===== config.mk =====
export PLATFORM = sky130hd
export DESIGN_NAME = usb_tx_bit_encoder
export DESIGN_NICKNAME = d
export VERILOG_FILES = /design/src/rtl/usb_tx_bit_encoder.sv
export SDC_FILE = /design/constraint.sdc
export NUM_CORES = 1
export LEC_CHECK = 0
export ABC_AREA = 1
export BUFFER_PORTS_ARGS = -buffer_cell sky130_fd_sc_hd__buf_2
export CORE_ASPECT_RATIO = 1.4
export CORE_MARGIN = 1.5
export CORE_UTILIZATION = 45
export DETAILED_ROUTE_END_ITERATION = 12
export GPL_ROUTABILITY_DRIVEN = 0
export PLACE_DENSITY = 0.65
export SYNTH_ARGS = -nofsm -noshare
export SYNTH_HDL_FRONTEND = slang
export SYNTH_SLANG_ARGS = --single-unit

===== constraint.sdc =====
create_clock -name clk -period 1.8 [get_ports clk]
set_input_delay 0.27 -clock clk [delete_from_list [all_inputs] [get_ports clk]]
set_output_delay 0.27 -clock clk [all_outputs]
set_load 0.01 [all_outputs]

===== src/rtl/usb_tx_bit_encoder.sv =====
// USB full-speed transmit back end: serializes bytes LSB first, inserts stuff bits,
// NRZI-encodes the stream and appends EOP, all paced by bit_strobe.
module usb_tx_bit_encoder #(
  parameter int STUFF_LIMIT  = 6,
  parameter int EOP_SE0_BITS = 2
) (
  input  logic       clk,
  input  logic       n_rst,
  input  logic       bit_strobe,
  input  logic       pkt_start,
  input  logic [7:0] byte_data,
  input  logic       byte_last,
  input  logic       byte_valid,
  output logic       byte_ready,
  output logic       dp_out,
  output logic       dm_out,
  output logic       tx_busy,
  output logic       stuff_active,
  output logic       tx_done,
  output logic       tx_error
);

  typedef enum logic [2:0] {
    IDLE,
    WAIT_DATA,
    SHIFT,
    STUFF,
    EOP_SE0,
    EOP_J
  } state_t;

  localparam logic [2:0] ONES_LIMIT = 3'(STUFF_LIMIT);
  localparam logic [1:0] SE0_LEN    = 2'(EOP_SE0_BITS);

  state_t     state;
  logic [7:0] buf_data;
  logic       buf_last;
  logic       buf_full;
  logic [6:0] shift_reg;
  logic [2:0] bit_idx;
  logic       cur_last;
  logic [2:0] ones_cnt;
  logic [1:0] se0_cnt;
  logic       nrzi_j;

  logic accept;
  logic send_valid;
  logic send_bit;
  logic load_buf;
  logic go_eop;
  logic underrun;
  logic do_stuff;
  logic next_level;
  logic buf_full_next;
  logic eop_next;

  assign accept = byte_valid & byte_ready;

  // Decide what the current bit_strobe does; the stuff check wins over advancing.
  always_comb begin
    send_valid = 1'b0;
    send_bit   = 1'b0;
    load_buf   = 1'b0;
    go_eop     = 1'b0;
    underrun   = 1'b0;
    do_stuff   = 1'b0;
    if (bit_strobe) begin
      case (state)
        WAIT_DATA: begin
          if (buf_full) begin
            load_buf   = 1'b1;
            send_valid = 1'b1;
            send_bit   = buf_data[0];
          end
        end
        SHIFT, STUFF: begin
          if (state == SHIFT && ones_cnt == ONES_LIMIT) begin
            do_stuff = 1'b1;
          end else if (bit_idx != 3'd7) begin
            send_valid = 1'b1;
            send_bit   = shift_reg[0];
          end else if (cur_last) begin
            go_eop = 1'b1;
          end else if (buf_full) begin
            load_buf   = 1'b1;
            send_valid = 1'b1;
            send_bit   = buf_data[0];
          end else begin
            underrun = 1'b1;
            go_eop   = 1'b1;
          end
        end
        default: ;
      endcase
    end
    next_level = nrzi_j;
    if (do_stuff || (send_valid && !send_bit)) begin
      next_level = ~nrzi_j;
    end
    buf_full_next = accept | (buf_full & ~load_buf);
    eop_next      = go_eop | (state == EOP_SE0) | ((state == EOP_J) & ~bit_strobe);
  end

  always_ff @(posedge clk or negedge n_rst) begin
    if (!n_rst) begin
      state        <= IDLE;
      dp_out       <= 1'b1;
      dm_out       <= 1'b0;
      byte_ready   <= 1'b1;
      tx_busy      <= 1'b0;
      stuff_active <= 1'b0;
      tx_done      <= 1'b0;
      tx_error     <= 1'b0;
      buf_data     <= 8'd0;
      buf_last     <= 1'b0;
      buf_full     <= 1'b0;
      shift_reg    <= 7'd0;
      bit_idx      <= 3'd0;
      cur_last     <= 1'b0;
      ones_cnt     <= 3'd0;
      se0_cnt      <= 2'd0;
      nrzi_j       <= 1'b1;
    end else begin
      tx_done    <= 1'b0;
      tx_error   <= 1'b0;
      buf_full   <= buf_full_next;
      byte_ready <= ~buf_full_next & ~eop_next;
      if (accept) begin
        buf_data <= byte_data;
        buf_last <= byte_last;
      end

      case (state)
        IDLE: begin
          if (pkt_start) begin
            tx_busy <= 1'b1;
            state   <= WAIT_DATA;
          end
        end
        WAIT_DATA, SHIFT, STUFF: begin
          if (do_stuff) begin
            state        <= STUFF;
            stuff_active <= 1'b1;
            ones_cnt     <= 3'd0;
          end else if (send_valid) begin
            state        <= SHIFT;
            stuff_active <= 1'b0;
            if (load_buf) begin
              shift_reg <= buf_data[7:1];
              bit_idx   <= 3'd0;
              cur_last  <= buf_last;
            end else begin
              shift_reg <= shift_reg >> 1;
              bit_idx   <= bit_idx + 3'd1;
            end
            ones_cnt <= send_bit ? ones_cnt + 3'd1 : 3'd0;
          end else if (go_eop) begin
            state        <= EOP_SE0;
            stuff_active <= 1'b0;
            se0_cnt      <= 2'd1;
            tx_error     <= underrun;
          end
          // Stuffed and data bits share the NRZI path; EOP overrides it with SE0.
          if (do_stuff || send_valid) begin
            nrzi_j <= next_level;
            dp_out <= next_level;
            dm_out <= ~next_level;
          end else if (go_eop) begin
            dp_out <= 1'b0;
            dm_out <= 1'b0;
          end
        end
        EOP_SE0: begin
          if (bit_strobe) begin
            if (se0_cnt == SE0_LEN) begin
              state  <= EOP_J;
              dp_out <= 1'b1;
              dm_out <= 1'b0;
            end else begin
              se0_cnt <= se0_cnt + 2'd1;
            end
          end
        end
        EOP_J: begin
          if (bit_strobe) begin
            tx_done  <= 1'b1;
            tx_busy  <= 1'b0;
            nrzi_j   <= 1'b1;
            ones_cnt <= 3'd0;
            state    <= IDLE;
          end
        end
        default: state <= IDLE;
      endcase
    end
  end

endmodule


== Yosys cells after proc, flatten, opt, wreduce, memory -nomap -nowiden ==
Index checks and enable logic that the tools add are counted.
Storage, ports and cells
  register bits after elaboration: 37
  logic and storage cells: 149
  output and inout port bits: 7
Cells by class
  reduce and logical (&&, ||, !) cells: 21
  bitwise operators: 14
  equal/unequal tests: 20
  muxes and demuxes: 74
  add/sub/neg operators: 3
Operators with widths (number)
  $mux W1: 47
  $mux W3: 11
  $ne A2 B2 Y1 const B: 8
  $pmux W1 S2: 7
  $pmux W3 S4: 1
  $reduce_and A3 Y1: 4
  $mux W2: 5
  $eq A3 B3 Y1 const B: 3
  $ne A3 B3 Y1 const B: 3
  $reduce_and A4 Y1: 2
  $mux W7: 1
  $not A1 Y1: 7
  $add A3 B1 Y3 const B: 2
  $eq A3 B2 Y1 const B: 2
  $pmux W3 S2: 1
  $reduce_and A6 Y1: 1
  $reduce_bool A2 Y1: 3
  $reduce_and A5 Y1: 1
  $and A1 B1 Y1: 4
  $ne A4 B4 Y1 const B: 1
  $pmux W2 S2: 1
  $eq A3 B1 Y1 const B: 1
  $logic_not A3 Y1: 1
  $or A1 B1 Y1: 3
  10 further kinds: 12

== Depth between registers and ports, before layout ==
  word-level depth: 13
  mapped depth: 13
  mapped depth without buffers: 13

== Worst setup path after synthesis ==
OpenSTA, ideal clock, no wires.
  path type: reg-to-reg
  start: register bit_idx[0]
  end: register dp_out
  path buffers: 0
  path slack: 279 ps
  required time: 1732 ps
  arrival: 1453 ps
  cell stages (with the launch flop): 12
  path through: dfrtp_1 > ha_1 > ha_1 > nand2_1 > nand3_2 > nand2_2 > nand2_4 > nand2_4 > nand3_2 > nand2_2 > nand2_1 > a21oi_2
Between the ends
  word-level cells in the longest chain between the ends: 11
  elaborated cells on any way between the ends: 22
  those cells by class: eq/ne (2); mux (15); reduce/logical (5)
RTL lines
  from (decl): line 40  | logic [2:0] bit_idx;
  from (signal assigned): line 154  | bit_idx <= bit_idx + 3'd1;
  $ne A3 B3 Y1 *: line 79  | end else if (bit_idx != 3'd7) begin
  $mux W1: line 79
  $mux W1: line 77  | if (state == SHIFT && ones_cnt == ONES_LIMIT) begin
  $pmux W1 S2: line 68  | case (state)
  $mux W1: line 67  | if (bit_strobe) begin
  $logic_not A1 Y1: line 97  | if (do_stuff || (send_valid && !send_bit)) begin
  $logic_and A1 B1 Y1: line 97
  $logic_or A1 B1 Y1: line 97
  $mux W1: line 97
  $mux W1: line 164  | if (do_stuff || send_valid) begin
  $pmux W1 S2: line 133  | case (state)
  to (signal assigned): line 166  | dp_out <= next_level;
  to (decl): line 15  | output logic dp_out,
Mark *: on every way between the ends. The rest lies on a longest branch, timed or not.
A chain may end at the register's enable or synchronous reset.

== Worst setup path after layout ==
Same ends and word-level chain as after synthesis.

==> impl_results.md <==
- CTS Buf Count: 5
- Synth Area in Simple Gates: 0.228
- I/O Buffers: 20
- Critical Path Start: bit_idx[0]$_DFFE_PN0P_
- Mapped cell area: 1790 µm²
- Reg clk slew, reported paths: 0.07 ns
- Number of global-route vias before repair: 1430
- Routed len/inst: 13.0 µm
- Initial antenna violation count: 0
- Crit share post-route: 0.928
- Dpl hpwl: 2520 µm
- 1st-iter DRT viols: 35
- Die Y: 77.6 µm
- Largest register FFs: 8
- Worst path cell trace: ha_1 -> ha_1 -> nand2_1 -> nand3_2 -> nand2_2 -> nand2_4 -> nand2_4 -> nand3_2 -> nand2_2 -> nand2_1 -> a21oi_2
- RSZ-0062 raised after global routing: no
- Worst Skew: 0.00520 ns
- Max VDD drop: 1150 µV
- Cell count after placement: 249
- Residual DRC: 0
- Final net count: 233
- XOR/XNOR Fraction of Synth Area: 0
- Crit path launch type: flop
- Hold_buf cts: 0
- Num ports: 21
- First-pass GRT wire length: 5980 µm
- Reg2Reg Capture Point: dp_out$_DFFE_PN1P_
- Starting Density: 0.478
- FF+latch area: 930 µm²
- Post-synthesis compound-gate area fraction: 0.0945
- Crit Path Category: flop to flop
- PwrDens: 1630 nW/µm²
- H-tree depth: 2
- Routed Antenna Nets: 0
- Post-Syn Instances: 189
- DRT Pass-1 Iters: 4
- P&R area growth vs syn: 12.5%
- R2R Setup Slk: 0.13 ns
- CP endpoint: dp_out$_DFFE_PN1P_
- Crit end category: flop
- Final Critical Period: 1.67 ns
- Adder-Cell Fraction of Synth Area: 0.0350
- Min Hold Slack: -0.00595 ns
- Main combinational cell family by area after synthesis: simple AND/OR/NAND/NOR gates
- CTS-repair resized insts: 0
- Vias/cell: 5.15
- Status: finished, violations left
- Total Routing Usage GR: 0.178
- Max Buffers Root-to-Sink: 2
- CTS tree: yes
- Post-Layout Cell Count: 257
- Total wire length: 3350 µm
- Layout cells sized above 1: 0.293
- Multi-input gate area: 729 µm²
- Sequential share of the synthesized area: 0.520
- R2R cell count: 11
- Crit path max fanout: 9
- Grt total ovfl: 0
- Commonest non-fill, non-tap cells in the layout: dfrtp_1 (34), nand2_1 (31), inv_1 (23)
- Slew @ Worst Pin: 0.455 ns
- Die X: 56.3 µm
- Core footprint: 3740 µm²
- Worst-skew pair later-pin latency: 0.30 ns
- Post-CTS setup buffers: 0
- Required @ worst endpoint: 2.04 ns
- Fin. max-slew vios: 0
- Vias: 1323
- Syn Nets: 208
- # clock sinks: 37
- Antenna Cells: 0
- Reg-to-Reg Start: bit_idx[0]$_DFFE_PN0P_
- Setup TNS: 0 ns
- # setup viols final: 0
- Max Cap Viol: 0
- Post-synthesis sequential element count: 37
- Slowest stage delay, CP: 0.39 ns
- Arrival time at the worst endpoint: 1.91 ns
- Multiplexer share of the synthesized area: 0.0504
- Rows: 26
- Synth Area per Inst: 9.45 µm²
- Die Area: 4360 µm²
- Worst hold path class: input port to async pin
- Final Hold Viols: 4
- Synth Warn #: 0
- Layout fillers: 368
- Violated checks: negative hold slack
- Pleak: 1.03 nW
- Clk root buf: clkbuf_8
- Leading cell type in the layout, fill and taps excluded: dfrtp_1
- Largest net degree at the start of global routing: 38
- FMAX: 599 MHz
- Netlist cell types: 31
- Normalized max-slew margin: 0.696
- CP max-delay cell: dfrtp_1
-- how the worst min path moves through the flow --
stage,from,cells after the start,endpoint,slack (ns)
final,n_rst,2,se0_cnt[0]$_DFFE_PN0P_,-0.006
after detailed placement,n_rst,2,ones_cnt[0]$_DFFE_PN0P_,0.34
after global placement,n_rst,2,ones_cnt[0]$_DFFE_PN0P_,0.33
after global routing,n_rst,2,tx_busy$_DFFE_PN0P_,0.05
after CTS,n_rst,2,shift_reg[1]$_DFFE_PN0P_,0.02
after floorplan,n_rst,0,bit_idx[0]$_DFFE_PN0P_,-0.03
-- layout make-up --
cell class	count	share of cell area
Multi-Input combinational cell	121	0.363
Sequential cell	37	0.462
Timing Repair Buffer	21	0.0535
Tap cell	42	0.0261
Clock buffer	5	0.0342
Clock inverter	3	0.00871
Inverter	28	0.0523
-- cells by family after synthesis --
kind of cell,after synthesis
multiplexers,8
flip-flops,37
adder cells (fa/ha/maj),5
AND/OR/NAND/NOR,82
AO/OA/AOI/OAI,26
buffers and inverters,31
-- synth_stat cells --
cell type,count,area share
buf_4,1,0.0042
nor2_4,1,0.0063
a221oi_1,2,0.0098
nor3_1,6,0.017
o22ai_1,5,0.018
nor2_1,19,0.040
or3_1,1,0.0035
nand2_2,7,0.025
mux2_2,8,0.050
a32o_1,1,0.0056
inv_2,5,0.011
o21ai_1,4,0.011
ha_1,5,0.035
nand2_4,3,0.019
dfrtp_1,34,0.48
o21ai_4,1,0.0091
buf_6,1,0.0063
nand4_1,1,0.0035
nand4_2,1,0.0070
a21oi_1,5,0.014
a21oi_2,1,0.0049
dfstp_2,3,0.044
o21bai_1,1,0.0042
nand3_1,8,0.022
nor2_2,1,0.0035
nand3_2,3,0.017
inv_1,23,0.048
o21ai_0,5,0.014
o31ai_1,1,0.0042
nand2_1,31,0.065
clkbuf_1,1,0.0021
-- routing by layer --
metal | vias up | global-route usage | part of all wire | routed length, µm
li1 | 660 | - | - | -
met1 | 630 | 0.179 | 0.40 | 1340
met2 | 23 | 0.313 | 0.53 | 1790
met3 | 10 | 0.0583 | 0.039 | 132
met4 | 0 | 0.105 | 0.026 | 88
met5 | - | 0 | 0 | 0
-- worst max-delay path, delay by kind of cell (launching register included) --
family	cells	cell delay (ns)
AND/OR/NAND/NOR	8	0.69
adder cells (fa/ha/maj)	2	0.41
flip-flops	1	0.39
AO/OA/AOI/OAI	1	0.11
-- metrics by stage --
step / hold slack (ns) / cell area [µm²] / setup slack, ns / power, mW / util
after floorplan: -0.0256 / 1790 / 0.279 / 2.42 / -
after global placement: 0.328 / 1920 / 0.203 / 2.66 / 0.514
after detailed placement: 0.337 / 1920 / 0.133 / 2.74 / 0.514
after CTS: 0.0219 / 2010 / 0.113 / 3.31 / 0.537
after global routing: 0.0483 / 2010 / 0.00785 / 3.55 / 0.537
final: -0.00595 / 2010 / 0.130 / 3.28 / 0.537
-- power by group --
| group | switching, mW | leakage (nW) | internal [mW] |
|---|---|---|---|
| Clock | 0.305 | 0.0439 | 0.267 |
| Combinational | 0.745 | 0.546 | 0.513 |
| Sequential | 0.238 | 0.440 | 1.21 |
| Total | 1.29 | 1.03 | 1.99 |
Power figures use the tool's default switching activity.
